<file path="src/rtl/fault_inject_ctrl.sv">
// fault_inject_ctrl
// Runs a fault-injection campaign. For each injection it waits a fixed number
// of cycles, then uses an LFSR to pick a target register and a bit. It reads
// the register, flips that bit and hands the corrupted word over for
// write-back. It then watches the error flag of the fault-tolerance logic for
// a bounded window, and counts whether the fault was detected or missed.
//
// Parameters
//   LFSR_SEED    initial LFSR value (0 is replaced by 1)
//   OBS_TIMEOUT  observation window length in cycles (1..65535)
//
// Ports
//   clk_i          clock, rising edge
//   rst_i          synchronous reset, active-high
//   enable_i       start in IDLE / abort when low
//   cfg_delay_i    idle cycles before each injection (latched at start)
//   cfg_count_i    injections per campaign (latched at start)
//   tgt_sel_o      target register index (0-3 core_0 x1..x4, 4-7 core_1 x1..x4)
//   tgt_rdata_i    current value of the selected register
//   inj_valid_o    corrupted value valid for write-back
//   inj_data_o     corrupted value
//   inj_ready_i    target accepted inj_data_o
//   error_i        detection flag (level)
//   busy_o         campaign in progress
//   done_o         campaign complete
//   inj_count_o    injections issued
//   det_count_o    injections detected
//   miss_count_o   injections not detected within the window
//   last_bit_o     bit index of the most recent injection
//
// state   | meaning
// --------+-----------------------------------------------------------
// IDLE    | waiting for enable_i with a non-zero count
// WAIT    | delay timer counting down to the next injection
// SELECT  | LFSR advances once, target and bit chosen
// CAPTURE | selected register read, chosen bit inverted
// INJECT  | inj_valid_o held until inj_ready_i
// OBSERVE | observation window for error_i
// DONE    | campaign finished, counters held until enable_i drops

module fault_inject_ctrl #(
   parameter logic [15:0] LFSR_SEED   = 16'hACE1,
   parameter int unsigned OBS_TIMEOUT = 16
) (
   input  logic        clk_i,
   input  logic        rst_i,
   input  logic        enable_i,
   input  logic [15:0] cfg_delay_i,
   input  logic [7:0]  cfg_count_i,
   output logic [2:0]  tgt_sel_o,
   input  logic [31:0] tgt_rdata_i,
   output logic        inj_valid_o,
   output logic [31:0] inj_data_o,
   input  logic        inj_ready_i,
   input  logic        error_i,
   output logic        busy_o,
   output logic        done_o,
   output logic [7:0]  inj_count_o,
   output logic [7:0]  det_count_o,
   output logic [7:0]  miss_count_o,
   output logic [4:0]  last_bit_o
);

   localparam logic [15:0] SEED     = (LFSR_SEED == 16'h0000) ? 16'h0001 : LFSR_SEED;
   localparam logic [15:0] OBS_LAST = 16'(OBS_TIMEOUT - 1);

   typedef enum logic [2:0] {
      ST_IDLE,
      ST_WAIT,
      ST_SELECT,
      ST_CAPTURE,
      ST_INJECT,
      ST_OBSERVE,
      ST_DONE
   } state_t;

   state_t      state_q, state_d;
   logic [15:0] lfsr_q, lfsr_d;
   logic [15:0] lfsr_next;
   logic [15:0] delay_q, delay_d;
   logic [7:0]  count_q, count_d;
   logic [15:0] dly_q, dly_d;
   logic [15:0] obs_q, obs_d;
   logic [2:0]  tgt_q, tgt_d;
   logic [4:0]  bit_q, bit_d;
   logic [31:0] data_q, data_d;
   logic [7:0]  inj_q, inj_d;
   logic [7:0]  det_q, det_d;
   logic [7:0]  miss_q, miss_d;
   logic        obs_end;

   assign lfsr_next = {1'b0, lfsr_q[15:1]} ^ (lfsr_q[0] ? 16'hB400 : 16'h0000);

   always_comb begin
      state_d = state_q;
      lfsr_d  = lfsr_q;
      delay_d = delay_q;
      count_d = count_q;
      dly_d   = dly_q;
      obs_d   = obs_q;
      tgt_d   = tgt_q;
      bit_d   = bit_q;
      data_d  = data_q;
      inj_d   = inj_q;
      det_d   = det_q;
      miss_d  = miss_q;
      obs_end = 1'b0;

      case (state_q)
         ST_IDLE: begin
            if (enable_i && (cfg_count_i != 8'd0)) begin
               delay_d = cfg_delay_i;
               count_d = cfg_count_i;
               dly_d   = cfg_delay_i;
               inj_d   = 8'd0;
               det_d   = 8'd0;
               miss_d  = 8'd0;
               state_d = ST_WAIT;
            end
         end

         ST_WAIT: begin
            if (!enable_i) begin
               state_d = ST_IDLE;
            end else if (dly_q == 16'd0) begin
               state_d = ST_SELECT;
            end else begin
               dly_d = dly_q - 16'd1;
            end
         end

         // An abort here leaves the LFSR untouched, so an aborted campaign
         // does not consume a value it never injected.
         ST_SELECT: begin
            if (!enable_i) begin
               state_d = ST_IDLE;
            end else begin
               lfsr_d  = lfsr_next;
               tgt_d   = lfsr_next[2:0];
               bit_d   = lfsr_next[7:3];
               state_d = ST_CAPTURE;
            end
         end

         ST_CAPTURE: begin
            if (!enable_i) begin
               state_d = ST_IDLE;
            end else begin
               data_d  = tgt_rdata_i ^ (32'd1 << bit_q);
               state_d = ST_INJECT;
            end
         end

         // enable_i is not looked at until the handshake completes, so the
         // target never sees a valid that is withdrawn.
         ST_INJECT: begin
            if (inj_ready_i) begin
               inj_d = inj_q + 8'd1;
               if (!enable_i) begin
                  state_d = ST_IDLE;
               end else begin
                  obs_d   = OBS_LAST;
                  state_d = ST_OBSERVE;
               end
            end
         end

         // An abort takes priority over a detection in the same cycle.
         ST_OBSERVE: begin
            if (!enable_i) begin
               state_d = ST_IDLE;
            end else if (error_i) begin
               det_d   = det_q + 8'd1;
               obs_end = 1'b1;
            end else if (obs_q == 16'd0) begin
               miss_d  = miss_q + 8'd1;
               obs_end = 1'b1;
            end else begin
               obs_d = obs_q - 16'd1;
            end

            if (obs_end) begin
               if (inj_q == count_q) begin
                  state_d = ST_DONE;
               end else begin
                  dly_d   = delay_q;
                  state_d = ST_WAIT;
               end
            end
         end

         ST_DONE: begin
            if (!enable_i) begin
               state_d = ST_IDLE;
            end
         end

         default: state_d = ST_IDLE;
      endcase
   end

   always_ff @(posedge clk_i) begin
      if (rst_i) begin
         state_q <= ST_IDLE;
         lfsr_q  <= SEED;
         delay_q <= 16'd0;
         count_q <= 8'd0;
         dly_q   <= 16'd0;
         obs_q   <= 16'd0;
         tgt_q   <= 3'd0;
         bit_q   <= 5'd0;
         data_q  <= 32'd0;
         inj_q   <= 8'd0;
         det_q   <= 8'd0;
         miss_q  <= 8'd0;
      end else begin
         state_q <= state_d;
         lfsr_q  <= lfsr_d;
         delay_q <= delay_d;
         count_q <= count_d;
         dly_q   <= dly_d;
         obs_q   <= obs_d;
         tgt_q   <= tgt_d;
         bit_q   <= bit_d;
         data_q  <= data_d;
         inj_q   <= inj_d;
         det_q   <= det_d;
         miss_q  <= miss_d;
      end
   end

   assign tgt_sel_o    = tgt_q;
   assign last_bit_o   = bit_q;
   assign inj_data_o   = data_q;
   assign inj_valid_o  = (state_q == ST_INJECT);
   assign busy_o       = (state_q != ST_IDLE) && (state_q != ST_DONE);
   assign done_o       = (state_q == ST_DONE);
   assign inj_count_o  = inj_q;
   assign det_count_o  = det_q;
   assign miss_count_o = miss_q;

endmodule

</file>
<file path="config.mk">
export PLATFORM = sky130hd
export DESIGN_NAME = fault_inject_ctrl
export DESIGN_NICKNAME = d
export VERILOG_FILES = /design/src/rtl/fault_inject_ctrl.sv
export SDC_FILE = /design/constraint.sdc
export NUM_CORES = 1
export LEC_CHECK = 0
export ABC_AREA = 1
export CORE_MARGIN = 2
export CORE_UTILIZATION = 48
export DETAILED_ROUTE_END_ITERATION = 7
export HOLD_SLACK_MARGIN = 0.15
export PLACE_DENSITY = 0.74
export SETUP_SLACK_MARGIN = 0.02
export SYNTH_ARGS = -nofsm -noshare
export SYNTH_HDL_FRONTEND = slang
export SYNTH_SLANG_ARGS = --single-unit
export TNS_END_PERCENT = 30
</file>
<file path="constraint.sdc">
create_clock -name clk_i -period 1.5 [get_ports clk_i]
set_input_delay 0.45 -clock clk_i [delete_from_list [all_inputs] [get_ports clk_i]]
set_output_delay 0.45 -clock clk_i [all_outputs]
set_load 0.02 [all_outputs]
</file>
; After elaboration in Yosys (flattened, before gate mapping)
; Index checks and enable logic that the tools add are counted.
[totals]
reg_bits = 139
out_inout_bits = 67
[op_classes]
addsub = 5
reduce_logical = 20
n_eq_ne = 21
n_bitwise = 2
n_mux = 38
shifts = 1
[op_table]
columns = op, count
row1 = $mux 16, 11
row2 = $mux 8, 7
row3 = $pmux 16 s3, 1
row4 = $pmux 8 s2, 3
row5 = $logic_not 16->1, 2
row6 = $pmux 16 s2, 1
row7 = $shl 1x5->32 const A, 1
row8 = $sub 16x1->16 const B, 2
row9 = $xor 32x32->32, 1
row10 = $mux 3, 9
row11 = $add 8x1->8 const B, 3
row12 = $ne 2x2->1 const B, 11
row13 = $pmux 3 s7, 1
row14 = $xor 15x16->16, 1
row15 = $reduce_and 6->1, 2
row16 = $eq 3x3->1 const B, 3
row17 = $eq 8x8->1, 1
row18 = $reduce_bool 8->1, 1
row19 = $eq 3x2->1 const B, 2
row20 = $ne 3x3->1 const B, 2
row21 = $reduce_and 2->1, 3
row22 = $reduce_and 3->1, 2
row23 = $reduce_bool 2->1, 3
row24 = $reduce_bool 3->1, 2
row25 = 8 further kinds, 12

; Depth between registers and ports, before layout
[depth]
ltp_word = 7
ltp_mapped = 13

; Least setup slack after synthesis
; OpenSTA, ideal clock, no wires.
[synth_timing]
path_kind = reg2out
from = reg state_q[2]
to = out busy_o
t_required_ns = 1.050
path_slack_ns = -0.262
t_arrival_ns = 1.312
path_buffers = 0
stages_incl_launch_ff = 4
path_cell_list = dfxtp_1 -> inv_2 -> nor3_1 -> nor2_1
[synth_via]
elab_chain_cells = 2
word_cells_on_any_way = 3
cone_classes = eq/ne (1) / reduce/logical (2)
[synth_rtl]
columns = item, line
row1 = "start, declared", 77  ; state_t state_q, state_d;
row2 = "start signal, assigned", 217  ; state_q <= state_d;
row3 = $ne 3x3->1 or $reduce_bool 3->1 (tied branches), 236  ; assign busy_o = (state_q != ST_IDLE) && (state_q != ST_DONE);
row4 = $logic_and 1x1->1 (*), 236
row5 = "end, declared", 56  ; output logic busy_o,
; Mark *: on every way between the ends. The rest lies on a longest branch, timed or not.

; Worst setup path after layout
[layout_timing]
from = reg obs_q[6]
to = reg dly_q[12]
[layout_via]
elab_chain_cells = 7
[layout_rtl]
columns = item, line
row1 = "start, declared", 83  ; logic [15:0] obs_q, obs_d;
row2 = "start signal, assigned", 222  ; obs_q <= obs_d;
row3 = $logic_not 16->1, 175  ; end else if (obs_q == 16'd0) begin
row4 = $mux 1, 175
row5 = $mux 1, 172  ; end else if (error_i) begin
row6 = $mux 1, 170  ; if (!enable_i) begin
row7 = $mux 1, 109  ; case (state_q)
row8 = $ne 2x2->1 (no source line), --
row9 = $reduce_and 6->1 (no source line), --
row10 = "end signal, assigned", 221  ; dly_q <= dly_d;
row11 = "end, declared", 82  ; logic [15:0] dly_q, dly_d;
; Every way passes these cells. The select of a mux whose other input is x is not followed.
; A chain may end at the register's enable or synchronous reset.

==> metrics.cfg <==
[run_status]
outcome = finished with violations
violations = setup timing

[route]
avgRoutedWirePerCell_um = 14.9
wl_um = 23100
first_pass_iters = 5
antenna_left = 0
route.detailed.drc = 0
vias = 8143
vias_per_cell = 5.26
drt-initial-drc-count = 665

[finish]
insertedDiodeCount = 0
fin_util_pct = 73.0
drive_gt1_share_pct = 32.2
fin_nets = 1414
area_growth_pct = 50.7
finalNonFillerCells = 1547
stdcell_area_um2 = 11000

[grt]
first_global_vias = 7602
grt_max_degree = 52
grt_pass1_wl_um = 34700
grt_remaining_overflow = 0
antenna_found_initial = 0
gr-usage-all-layers_pct = 26.1

[timing]
fin_tns_setup_ns = -10.96
finClkSkew_ns = 0.00989
min_period_over_period_pct = 122
period_minus_slack_ns = 1.83
finalHoldViolCount = 0
timing.slew.headroom_pct = 76.0
clock.fmax_ghz = 0.547
setup_viol = 57
worst_pin_slew_ns = 0.361
drv_slew = 0
setup_slack_ns = -0.327
holdWs_ns = 0.409
rsz0062_at_grt = true

[power]
power.internal_mw = 7.80
leakagePower_nw = 5.11
power.density_nw_per_um2 = 1010
comb_power_share_pct = 25.2
p_sw_share_pct = 29.7
clockPowerShare_pct = 39.2
sequentialPowerShare_pct = 35.6
net-switching-power_mw = 3.29
total_power_mw = 11.1
peakVddDrop_uv = 814

[synth]
synth_mux_area_share_pct = 0
synth_top_area_share_pct = 37.1
synth_adder_area_share_pct = 1.03
synthXorXnorAreaFrac_pct = 6.01
synthFlopType = dfxtp_1
synth-seq-area-share_pct = 37.1
netlist_area_um2 = 7280
synth.cells.most_frequent = nand2_1 (198), nor2_1 (183), dfxtp_1 (135), inv_1 (120), o21ai_0 (90)
yosys.area_share.simple_pct = 29.9
avgSynthCellArea_um2 = 6.73
ys_seq_elements = 135
synth_top_family_by_area = simple AND/OR/NAND/NOR gates
yosysTopAreaCell = dfxtp_1
synthTopCellsByArea = dfxtp_1 (37%), nand2_1 (10%), nor2_1 (9.4%), inv_1 (6.2%), o21ai_0 (6.2%)
yosysMostFrequentCell = nand2_1
synth-edff-count = 0
synth_compound_area_share_pct = 15.5
synth_nets = 1149
ys_types = 41
netlist_instances = 1082
yosysWarnings = 0
synth-async-reset-ratio_pct = 0

[critical_path]
worst_ep_arrival_time_ns = 2.19
required_ns = 1.86
start_kind = register
cp_max_fo = 8
worst_setup_path_end_kind = register
worstReg2RegStart = obs_q[6]
crit_path_start = obs_q[6]
path_class = register to register

[clock_network]
clk_pin_slew_ns = 0.06
ctsHtreeMaxLevel = 4
cts_max_path_buffers = 2
numCtsBuffers = 17
cts_tree = done
clock-root-buffer = clkbuf_16
insertion_delay_ns = 0.43
ctsHoldBuffers = 0
clock-sinks = 135

[min_path]
hp-start = rst_i
hp-class = input pin to register

[flow_run]
max_cap_violations = 0

[placed_design]
dpl_cell_area_um2 = 9770
dp_slack_ns = -0.687
portBuffers = 127
dp.cells = 1492
dp_hpwl_um = 14400
routabilityCongestion = 0.886

[floorplanning]
die_area_um2 = 16200
initial_core_util_pct = 48.4
die_w_um = 127
rows = 45
io_pins = 128
coreArea_um2 = 15000
die_h_um = 127

sequential cells by signal (all words and copies together) (netlist names):
register,cells
lfsr_q,16
inj_data_o,32
inj_count_o,8
count_q,8
dly_q,16
tgt_sel_o,1
det_count_o,8
delay_q,16
last_bit_o,3
obs_q,16
miss_count_o,8
state_q,3
per-layer routing:
layer  global-route usage, %  part of all wire [%]  up-vias
li1                        -                     -     4017
met1                    33.2                    42     3761
met2                    43.3                    49      303
met3                    5.78                   6.1       62
met4                    10.5                   3.0        0
met5                       0                     0        -
power groups by stage:
stage | clock network, mW | registers, mW | logic (mW)
floorplan | 0 | 4.02 | 1.34
global placement | 0 | 4.00 | 2.26
detailed placement | 0 | 4.01 | 2.31
CTS | 4.37 | 3.94 | 2.39
global route | 4.53 | 3.97 | 3.04
finish | 4.35 | 3.95 | 2.79
final timing paths:
| check | to | slack [ns] | cells after the start |
|---|---|---|---|
| worst max-delay path | dly_q[12] | -0.33 | 12 |
| worst min-delay path | lfsr_q[6] | 0.41 | 3 |
| worst max register to register | dly_q[12] | -0.33 | 12 |
| worst min register to register | delay_q[2] | 0.45 | 2 |
placed cells by master (no fill, tap or decap), types with 19 or more instances in the layout:
master	netlist	layout
dfxtp_1	135	121
xnor2_1	21	21
buf_6	5	20
inv_1	120	109
buf_4	6	143
xor2_1	29	28
nor2_1	183	156
nand2_2	5	25
a21oi_1	78	66
nand3_1	41	32
nand4_1	19	19
o211ai_1	20	20
nand2_1	198	165
buf_2	10	60
nor2_2	2	24
o21ai_1	6	27
clkdlybuf4s50_1	0	50
o21ai_0	90	61
clkbuf_16	0	19
worst max-delay path: stages (launching register included):
cell and delay [ns]:
dfxtp_1 0.33, nor2_1 0.14, nand2_1 0.11, nor2_1 0.14, nand2_1 0.14, nand2_2 0.14
nand3_2 0.10, nand2_2 0.11, nand3_4 0.12, clkbuf_16 0.20, nand2_2 0.07, nand2_1 0.06
nor2_1 0.09
kinds of logic (layout without fill, tap and decap cells):
family | Yosys count | in the layout
xor gates and xnor gates | 50 | 50
buffers and inverters | 183 | 458
AOI/OAI and AO/OA | 206 | 206
DFF | 135 | 135
adders and majority gates | 6 | 6
and+or+nand+nor | 502 | 504
final cells by class:
cell class                      count  area [um2]
Sequential cell                   135        2720
Inverter                          130         512
Timing Repair inverter              1        11.3
Timing Repair Buffer              296        2450
Tap cell                          188         235
Clock buffer                       23         488
Multi-Input combinational cell    766        4430
Fill cell                        1095        4060
Clock inverter                      8         120
what timing repair did:
action	in CTS	in global routing
cloned	1	4
gates resized for setup	310	192
pin swaps	16	36
setup endpoints to repair	182	141
setup buffers	4	16
Power figures use the tool's default switching activity.
